File: config.mk
export PLATFORM = sky130hd
export DESIGN_NAME = if_fetch_ctrl
export DESIGN_NICKNAME = d
export VERILOG_FILES = /design/src/rtl/if_pkg.sv /design/src/rtl/if_fetch_fifo.sv /design/src/rtl/if_fetch_ctrl.sv
export SDC_FILE = /design/constraint.sdc
export NUM_CORES = 1
export LEC_CHECK = 0
export ABC_AREA = 1
export BUFFER_PORTS_ARGS = -buffer_cell sky130_fd_sc_hd__buf_4
export CAP_MARGIN = 30
export CORE_ASPECT_RATIO = 1.1
export CORE_MARGIN = 2
export CORE_UTILIZATION = 53
export CTS_BUF_LIST = sky130_fd_sc_hd__clkbuf_8
export CTS_CLUSTER_DIAMETER = 30
export DETAILED_ROUTE_END_ITERATION = 7
export GPL_ROUTABILITY_DRIVEN = 0
export PLACE_DENSITY = 0.76
export SLEW_MARGIN = 40
export SYNTH_ARGS = -nofsm -noshare
export SYNTH_HDL_FRONTEND = slang
export SYNTH_SLANG_ARGS = --single-unit
File: constraint.sdc
create_clock -name i_clk -period 4.6 [get_ports i_clk]
set_input_delay 0.92 -clock i_clk [delete_from_list [all_inputs] [get_ports i_clk]]
set_output_delay 0.92 -clock i_clk [all_outputs]
set_load 0.005 [all_outputs]
File: src/rtl/if_pkg.sv
// Shared types and constants for the instruction fetch stage.
package if_pkg;

    typedef enum logic [1:0] {
        S_RESET = 2'd0,
        S_RUN   = 2'd1,
        S_HALT  = 2'd2
    } fetch_state_t;

    localparam logic [31:0] NOP_INSTR   = 32'h0000_0033;
    localparam int          INSTR_BYTES = 4;

    // One buffered fetch result: the instruction and the PC it came from.
    typedef struct packed {
        logic [31:0] pc;
        logic [31:0] instr;
    } fetch_entry_t;

endpackage

File: src/rtl/if_fetch_fifo.sv
// Small circular buffer of {pc, instr} entries between the imem response and decode.
module if_fetch_fifo
    import if_pkg::*;
#(
    parameter  int BUF_DEPTH = 2,
    localparam int PW        = (BUF_DEPTH > 1) ? $clog2(BUF_DEPTH) : 1,
    localparam int CW        = $clog2(BUF_DEPTH + 1)
) (
    input  logic         clk,
    input  logic         rst_n,
    input  logic         flush,
    input  logic         push,
    input  logic         pop,
    input  fetch_entry_t wr_entry,
    output fetch_entry_t head,
    output logic [CW-1:0] count
);

    fetch_entry_t          mem [BUF_DEPTH];
    logic [PW-1:0]         rd_ptr;
    logic [PW-1:0]         wr_ptr;

    function automatic logic [PW-1:0] ptr_inc(input logic [PW-1:0] p);
        return (p == PW'(BUF_DEPTH - 1)) ? '0 : p + 1'b1;
    endfunction

    // Storage and pointers; reset loads NOP entries so the head reads NOP/pc 0.
    always_ff @(posedge clk) begin
        if (!rst_n) begin
            rd_ptr <= '0;
            wr_ptr <= '0;
            count  <= '0;
            for (int i = 0; i < BUF_DEPTH; i++) begin
                mem[i] <= '{pc: 32'h0, instr: NOP_INSTR};
            end
        end else if (flush) begin
            rd_ptr <= '0;
            wr_ptr <= '0;
            count  <= '0;
        end else begin
            if (push) begin
                mem[wr_ptr] <= wr_entry;
                wr_ptr      <= ptr_inc(wr_ptr);
            end
            if (pop) begin
                rd_ptr <= ptr_inc(rd_ptr);
            end
            count <= count + CW'(push) - CW'(pop);
        end
    end

    assign head = mem[rd_ptr];

endmodule

File: src/rtl/if_fetch_ctrl.sv
// IF-stage fetch controller: PC ownership, credit-based imem issue, redirect/halt handling.
module if_fetch_ctrl
    import if_pkg::*;
#(
    parameter logic [31:0] RESET_PC  = 32'h0000_0000,
    parameter int          BUF_DEPTH = 2
) (
    input  logic        i_clk,
    input  logic        i_rst_n,
    output logic        o_imem_req,
    output logic [31:0] o_imem_addr,
    input  logic [31:0] i_imem_instr,
    output logic        o_valid,
    input  logic        i_ready,
    output logic [31:0] o_instr,
    output logic [31:0] o_pc,
    input  logic        i_redirect,
    input  logic [31:0] i_redirect_pc,
    input  logic        i_halt,
    output logic        o_idle
);

    localparam int CW  = $clog2(BUF_DEPTH + 1);
    localparam int CW1 = CW + 1;

    fetch_state_t  state, state_nxt;
    logic [31:0]   pc;
    logic          inflight_vld;
    logic [31:0]   inflight_pc;
    logic [CW-1:0] count;
    fetch_entry_t  head;
    fetch_entry_t  wr_entry;
    logic          pop;
    logic          push;
    logic          issue;
    logic [CW1-1:0] occ;

    // Next state, credit check and handshake decode; redirect beats pop and issue.
    always_comb begin
        state_nxt = state;
        pop       = 1'b0;
        push      = 1'b0;
        issue     = 1'b0;
        occ       = '0;
        case (state)
            S_RESET: state_nxt = S_RUN;
            S_RUN:   if (i_halt)  state_nxt = S_HALT;
            S_HALT:  if (!i_halt) state_nxt = S_RUN;
            default: state_nxt = S_RESET;
        endcase
        pop  = (count != '0) && i_ready && !i_redirect;
        push = inflight_vld && !i_redirect;
        // Counting this cycle's pop lets depth 2 stream one instruction per cycle.
        occ   = {1'b0, count} + CW1'(inflight_vld) - CW1'(pop);
        issue = (state == S_RUN) && !i_halt && !i_redirect && (occ < CW1'(BUF_DEPTH));
    end

    // PC, FSM and the single in-flight request tracker.
    always_ff @(posedge i_clk) begin
        if (!i_rst_n) begin
            state        <= S_RESET;
            pc           <= RESET_PC;
            inflight_vld <= 1'b0;
            inflight_pc  <= 32'h0;
        end else begin
            state        <= state_nxt;
            inflight_vld <= issue;
            if (issue) begin
                inflight_pc <= pc;
            end
            if (i_redirect) begin
                pc <= i_redirect_pc & ~32'd3;
            end else if (issue) begin
                pc <= pc + 32'(INSTR_BYTES);
            end
        end
    end

    assign wr_entry = '{pc: inflight_pc, instr: i_imem_instr};

    if_fetch_fifo #(
        .BUF_DEPTH (BUF_DEPTH)
    ) u_fifo (
        .clk      (i_clk),
        .rst_n    (i_rst_n),
        .flush    (i_redirect),
        .push     (push),
        .pop      (pop),
        .wr_entry (wr_entry),
        .head     (head),
        .count    (count)
    );

    assign o_imem_req  = issue;
    assign o_imem_addr = pc;
    assign o_valid     = (count != '0);
    assign o_instr     = head.instr;
    assign o_pc        = head.pc;
    assign o_idle      = (state == S_HALT) && !inflight_vld && (count == '0);

endmodule

## After elaboration in Yosys (flattened, before gate mapping)

Memory sizes are Yosys's and may differ from the RTL's. A register that Yosys moved wholly into a read port is not among the register bits.
Cells that the tools add are included.

- Bits in registers: 71
- RAM bits: 128
- Input port bits: 69
- Output and inout port bits: 99
- Logic and storage cells: 57
- Memories kept: 1

- $add $sub $neg: 7
- Order comparisons: 1
- Equality and inequality tests: 4
- Muxes and demuxes: 17
- Bitwise logic cells: 1
- Reductions and logical operators: 18

Memory list:

| name | depth | bits a word | rd ports | clocked after memory_dff | wr ports | line | source |
|---|---|---|---|---|---|---|---|
| u_fifo.mem | 2 | 64 | 1 | 1 | 2 | if_fetch_fifo.sv:19 | `fetch_entry_t mem [BUF_DEPTH];` |

Operators by type and width:

| operator | number |
|---|---|
| 2-to-1 mux 32 bit | 2 |
| 2-to-1 mux 64 bit | 1 |
| OR reduction 64 bit | 1 |
| adder 32 x 3 -> 32 bit, second input constant | 1 |
| 2-to-1 mux 1 bit | 11 |
| logical AND 1 bit | 8 |
| one-hot mux 2 bit (3 select lines) | 1 |
| zero test 2 bit | 2 |
| 2-to-1 mux 2 bit | 2 |
| inequality test 2 bit, second input constant | 2 |
| nonzero test 2 bit | 2 |
| adder 2 x 1 -> 3 bit | 1 |
| zero test 1 bit | 3 |
| < comparator 3 x 2 -> 1 bit, second input constant | 1 |
| subtractor 3 x 1 -> 3 bit | 1 |
| adder 1 bit, second input constant | 2 |
| adder 2 x 1 -> 2 bit | 1 |
| == test 2 x 1 -> 1 bit, second input constant | 1 |
| == test 2 bit, second input constant | 1 |
| AND reduction 2 bit | 1 |
| OR reduction 2 bit | 1 |
| subtractor 2 x 1 -> 2 bit | 1 |
| inverter 1 bit | 1 |

## Logic depth before layout (Yosys ltp)

- Word-level depth: 8
- Mapped depth: 18
- Depth with buffers taken out: 17

## By module

Synthesis repeated with hierarchy kept, for this count alone.

- Cell total of the unflattened synthesis: 972
- Area, all modules: 9160.0 um2

By module, submodules not included:

| module | instances | cells each | area each (um2) | sequential area each (um2) |
|---|---|---|---|---|
| if_fetch_fifo | 1 | 437 | 5759.3 | 3943.8 |
| if_fetch_ctrl | 1 | 535 | 3400.8 | 1261.2 |

## Worst setup path before layout

Ideal clock, no wire load.

- Path kind: input to output
- Start point: in i_redirect
- End point: out o_imem_req
- Arrival time: 2.940 ns
- Data required time: 3.680 ns
- Slack: 0.740 ns
- Stages: 13
- Path buffers: 4
- Cell sequence: buf_6 -> clkbuf_1 -> nor2_1 -> ha_1 -> inv_1 -> nand2_1 -> fa_1 -> inv_1 -> nor2_4 -> nand3_2 -> nor2_4 -> buf_4 -> buf_2

- Longest elaborated chain between the ends: 5
- Elaborated cells between the ends (all ways): 6
- Classes of those cells: 1 x add/sub; 1 x order compare; 4 x reduce/logical

RTL lines:

| element | line | source |
|---|---|---|
| start: declaration | if_fetch_ctrl.sv:17 | `input logic i_redirect,` |
| zero test 1 bit | if_fetch_ctrl.sv:51 | `pop = (count != '0) && i_ready && !i_redirect;` |
| logical AND 1 bit | if_fetch_ctrl.sv:51 |  |
| net pop | if_fetch_ctrl.sv:33 | `logic pop;` |
| subtractor 3 x 1 -> 3 bit | if_fetch_ctrl.sv:54 | `occ = {1'b0, count} + CW1'(inflight_vld) - CW1'(pop);` |
| < comparator 3 x 2 -> 1 bit | if_fetch_ctrl.sv:55 | `issue = (state == S_RUN) && !i_halt && !i_redirect && (occ < CW1'(BUF_DEPTH));` |
| logical AND 1 bit | if_fetch_ctrl.sv:55 |  |
| end: declaration | if_fetch_ctrl.sv:10 | `output logic o_imem_req,` |

The timed path passes the listed nets, and every way through them passes these cells.

## Final worst setup path

- Start point: reg u_fifo.count[1]
- End point: out o_imem_req

- Longest elaborated chain between the ends: 6
- Elaborated cells between the ends (all ways): 7
- Classes of those cells: 2 x add/sub; 1 x order compare; 4 x reduce/logical

RTL lines:

| element | line | source |
|---|---|---|
| start: declaration | if_fetch_fifo.sv:16 | `output logic [CW-1:0] count` |
| start signal: assignment | if_fetch_fifo.sv:48 | `count <= count + CW'(push) - CW'(pop);` |
| nonzero test 2 bit | if_fetch_ctrl.sv:51 |  |
| logical AND 1 bit (2 in series) | if_fetch_ctrl.sv:51 |  |
| net pop | if_fetch_ctrl.sv:33 |  |
| subtractor 3 x 1 -> 3 bit | if_fetch_ctrl.sv:54 |  |
| < comparator 3 x 2 -> 1 bit | if_fetch_ctrl.sv:55 |  |
| logical AND 1 bit | if_fetch_ctrl.sv:55 |  |

The timed path passes the listed nets, and every way through them passes these cells.

==> summary.md <==
| Metric | Value |
|---|---|
| Status | `complete, no violations` |
| Placed Area | `10200 um^2` |
| Unrepaired setup endpoints after global routing | `no` |
| CTS HTree Levels | `4` |
| Cell family with most CP delay | `simple AND/OR/NAND/NOR gates` |
| Maximum vdd drop | `0.181 mV` |
| Drt pass-1 iters | `5` |
| Routed wire length | `20100 um` |
| Final Instance Area | `10600 um^2` |
| Critical path's largest stage delay | `0.48 ns` |
| Mean routed wirelength per cell | `15.2 um` |
| Synth unique cells | `35` |
| Initial drt markers | `394` |
| Via count | `6704` |
| Met3 wire len | `1120 um` |
| PortBufs | `161` |
| Top layer in use | `met4` |
| DIE AREA | `17900 um^2` |
| Fraction of layout cells with a size suffix above 1 | `26.1%` |
| P&R area growth vs syn | `19.2%` |
| Final std cells w/o fill | `1317` |
| Cell repeated most along the worst path | `nand2_1` |
| PwrDens | `316 nW/um^2` |
| Area of the multi-input gates | `3090 um^2` |
| Clock root buffer | `clkbuf_8` |
| Fmax | `280 MHz` |
| CTS Buf Count | `17` |
| Worst Tran Pin Value | `0.748 ns` |
| Final setup viols | `0` |
| N_diodes | `0` |
| Sinks on Clock Net | `192` |
| Post-synthesis sequential area ratio | `57.1%` |
| Cts repair resizes | `0` |
| Post-Syn Area | `8910 um^2` |
| Maximum buffer depth of the clock tree | `2` |
| Syn Inst Count | `955` |
| Gr ovfl total | `0` |
| Final period util | `77.6%` |
| Post-CTS Setup Inserts | `0` |
| I/O pins | `168` |
| Buf/Inv on CP | `4` |
| Antenna violations before repair | `0` |
| Final HPWL DP | `13600 um` |
| Final setup skew | `0.0138 ns` |
| Gr usage total | `22.4%` |
| Yosys warning total | `0` |
| Slew Limit Fails | `0` |
| Cell leakage power | `4.39 nW` |
| Final hold viol count | `0` |
| Setup_tns | `0 ns` |
| Critical-path cell list | `inv_2 -> nand2_1 -> nand2_1 -> nor2_1 -> ha_1 -> inv_1 -> nand2_1 -> fa_1 -> inv_1 -> nor2_4 -> nand3_2 -> nor2_4 -> buf_4` |
| Hold buffers post-CTS | `0` |
| Overall Power | `3.35 mW` |
| Seq cells post-synth | `192` |
| Fin nets | `1174` |
| Die width | `128 um` |
| # fillers | `1405` |
| Die Y | `140 um` |
| Worst Path Max Fanout | `4` |
| Slew headroom | `50.1%` |
| Reg clk slew, reported paths | `0.09 ns` |
| Critical path startpoint category | `flip-flop` |
| M1 WL | `8800 um` |
| Worst Path Required | `3.68 ns` |
| Met2 Wirelength | `9770 um` |
| DRC Markers | `0` |
| Pin count of the biggest net entering global routing | `63` |
| Minimum clock period | `3.57 ns` |
| Worst Slack Setup Final | `1.03 ns` |
| Mapped Avg Cell Area | `9.33 um^2` |
| Core area | `16400 um^2` |
| Hold Path Class | `reg2reg` |
| Max-Cap Viols | `0` |
| DRT antenna net count | `0` |
| CTS tree | `yes` |
| First-pass GRT wire length | `31300 um` |
| Critical-path top delay cell | `fa_1` |
| Starting utilization of the core area | `54.2%` |
| Post-Place Worst Slack | `0.952 ns` |
| Critical Path End Type | `output port` |
| WS Path Type | `reg2out` |
| Register area | `5090 um^2` |
| Rows | `49` |
| Drt via density | `5.09` |
| Worst EP arrival | `2.65 ns` |
| Inst Count DP | `1285` |
| Vias in the first global route | `6362` |
| Clk Latency, worst-skew pair | `0.46 ns` |
==> placed cells by master (no fill, tap or decap), types with 2 or more instances in the layout <==
cell type | synthesis | final
clkinvlp_4 | 0 | 3
inv_1 | 126 | 130
a21oi_1 | 50 | 50
a21oi_2 | 2 | 2
a22oi_1 | 4 | 4
inv_2 | 5 | 4
ha_1 | 4 | 4
inv_4 | 0 | 2
nand3_2 | 2 | 2
a211oi_1 | 2 | 2
clkinv_2 | 0 | 2
nor2_2 | 9 | 9
clkbuf_8 | 0 | 18
xnor2_1 | 2 | 2
nor3_1 | 5 | 5
nand2_1 | 165 | 163
edfxtp_1 | 124 | 124
o21ai_0 | 39 | 39
buf_12 | 0 | 2
nand2_2 | 5 | 7
nand3_1 | 48 | 48
nor2_1 | 168 | 168
xor2_1 | 5 | 5
conb_1 | 1 | 4
dfxtp_1 | 68 | 67
bufinv_16 | 0 | 3
buf_4 | 8 | 167
mux2_2 | 62 | 62
nor2_4 | 6 | 6
==> report_power, final <==
| group | internal (mW) | switching [mW] | total [mW] | leakage (nW) |
|---|---|---|---|---|
| logic | 0.137 | 0.158 | 0.295 | 2.36 |
| clock network | 0.543 | 0.576 | 1.12 | 0.210 |
| registers | 1.89 | 0.0427 | 1.94 | 1.81 |
==> stage by stage <==
stage	utilization (%)	hold slack, ns
CTS	64.6	0.478
floorplan	-	0.447
global route	64.6	0.504
detailed placement	62.2	0.464
finish	64.6	0.478
global placement	62.2	0.451
==> worst register-to-register path, cell delays in order, from the launching register on <==
cell     delay, ns
dfxtp_1       0.40
inv_2         0.07
nand2_1       0.11
nand2_1       0.10
nor2_1        0.11
ha_1          0.23
inv_1         0.08
nand2_1       0.06
fa_1          0.48
inv_1         0.07
nor2_4        0.08
nand3_2       0.09
nor2_4        0.17
buf_4         0.46
nor2_2        0.28
nand2_1       0.11
nand2_1       0.05
o21ai_1       0.11
inv_1         0.05
==> area by class of cell <==
class                           instances  share of cell area, %
Clock buffer                           18                   2.33
Inverter                              131                   4.65
Clock inverter                         14                   1.44
Timing Repair Buffer                  169                   12.2
Tap cell                              204                   2.40
Multi-Input combinational cell        589                   29.1
Sequential cell                       192                   47.9
==> registers in the layout, indices dropped and copies added (netlist names), named ones only <==
signal / count
inflight_pc: 30
inflight_vld: 1
o_imem_addr: 30
state: 2
u_fifo.count: 2
u_fifo.mem: 124
u_fifo.rd_ptr: 1
u_fifo.wr_ptr: 1
==> path summary, 6_finish.rpt <==
path / from / to / slack [ns] / cells past startpoint
max: u_fifo.count[1]$_SDFF_PP0_ / o_imem_req / 1.03 / 13
min: u_fifo.rd_ptr$_SDFFE_PP0P_ / flip-flop / 0.48 / 2
max reg2reg: u_fifo.count[1]$_SDFF_PP0_ / o_imem_addr[8]$_SDFFE_PN0P_ / 1.38 / 18
min reg2reg: u_fifo.rd_ptr$_SDFFE_PP0P_ / flip-flop / 0.48 / 2
==> synthesized netlist by cell type <==
master    number  area, um^2
nor2_1       168         631
nand2_1      165         619
inv_1        126         473
edfxtp_1     124        3720
dfxtp_1       68        1360
mux2_2        62         698
a21oi_1       50         250
nand3_1       48         240
o21ai_0       39         195
clkbuf_1      19        71.3
buf_2         11        55.1
nor2_2         9        56.3
buf_4          8        60.1
buf_6          6        67.6
nor2_4         6        67.6
inv_2          5        18.8
nand2_2        5        31.3
nor3_1         5        25.0
xor2_1         5        43.8
a22oi_1        4        30.0
ha_1           4        50.1
a211oi_1       2        15.0
a21oi_2        2        17.5
nand3_2        2        20.0
xnor2_1        2        17.5
a31oi_1        1        6.26
and2_1         1        6.26
buf_1          1        3.75
clkbuf_2       1        5.00
conb_1         1        3.75
fa_1           1        20.0
nand3b_1       1        7.51
o21a_1         1        7.51
o21ai_1        1        5.00
o21bai_1       1        7.51
==> layer usage <==
metal / vias to the layer above / global-route usage [%]
li1: 3364 / -
met4: 0 / 8.04
met2: 201 / 38.1
met1: 3119 / 28.5
met3: 20 / 4.20
met5: - / 0
==> cells by family (layout without fill, tap and decap cells) <==
kind of cell	count (synthesis)	in the layout	synth area share, %
muxes	62	62	7.83
buffers and inverters	177	332	8.47
AOI/OAI and AO/OA	101	101	6.00
other	1	4	0.0421
DFF	192	192	57.1
adders and majority gates	5	5	0.786
xor gates and xnor gates	7	7	0.688
and+or+nand+nor	410	410	19.1
Note: power is estimated with default switching activity, not from simulation.
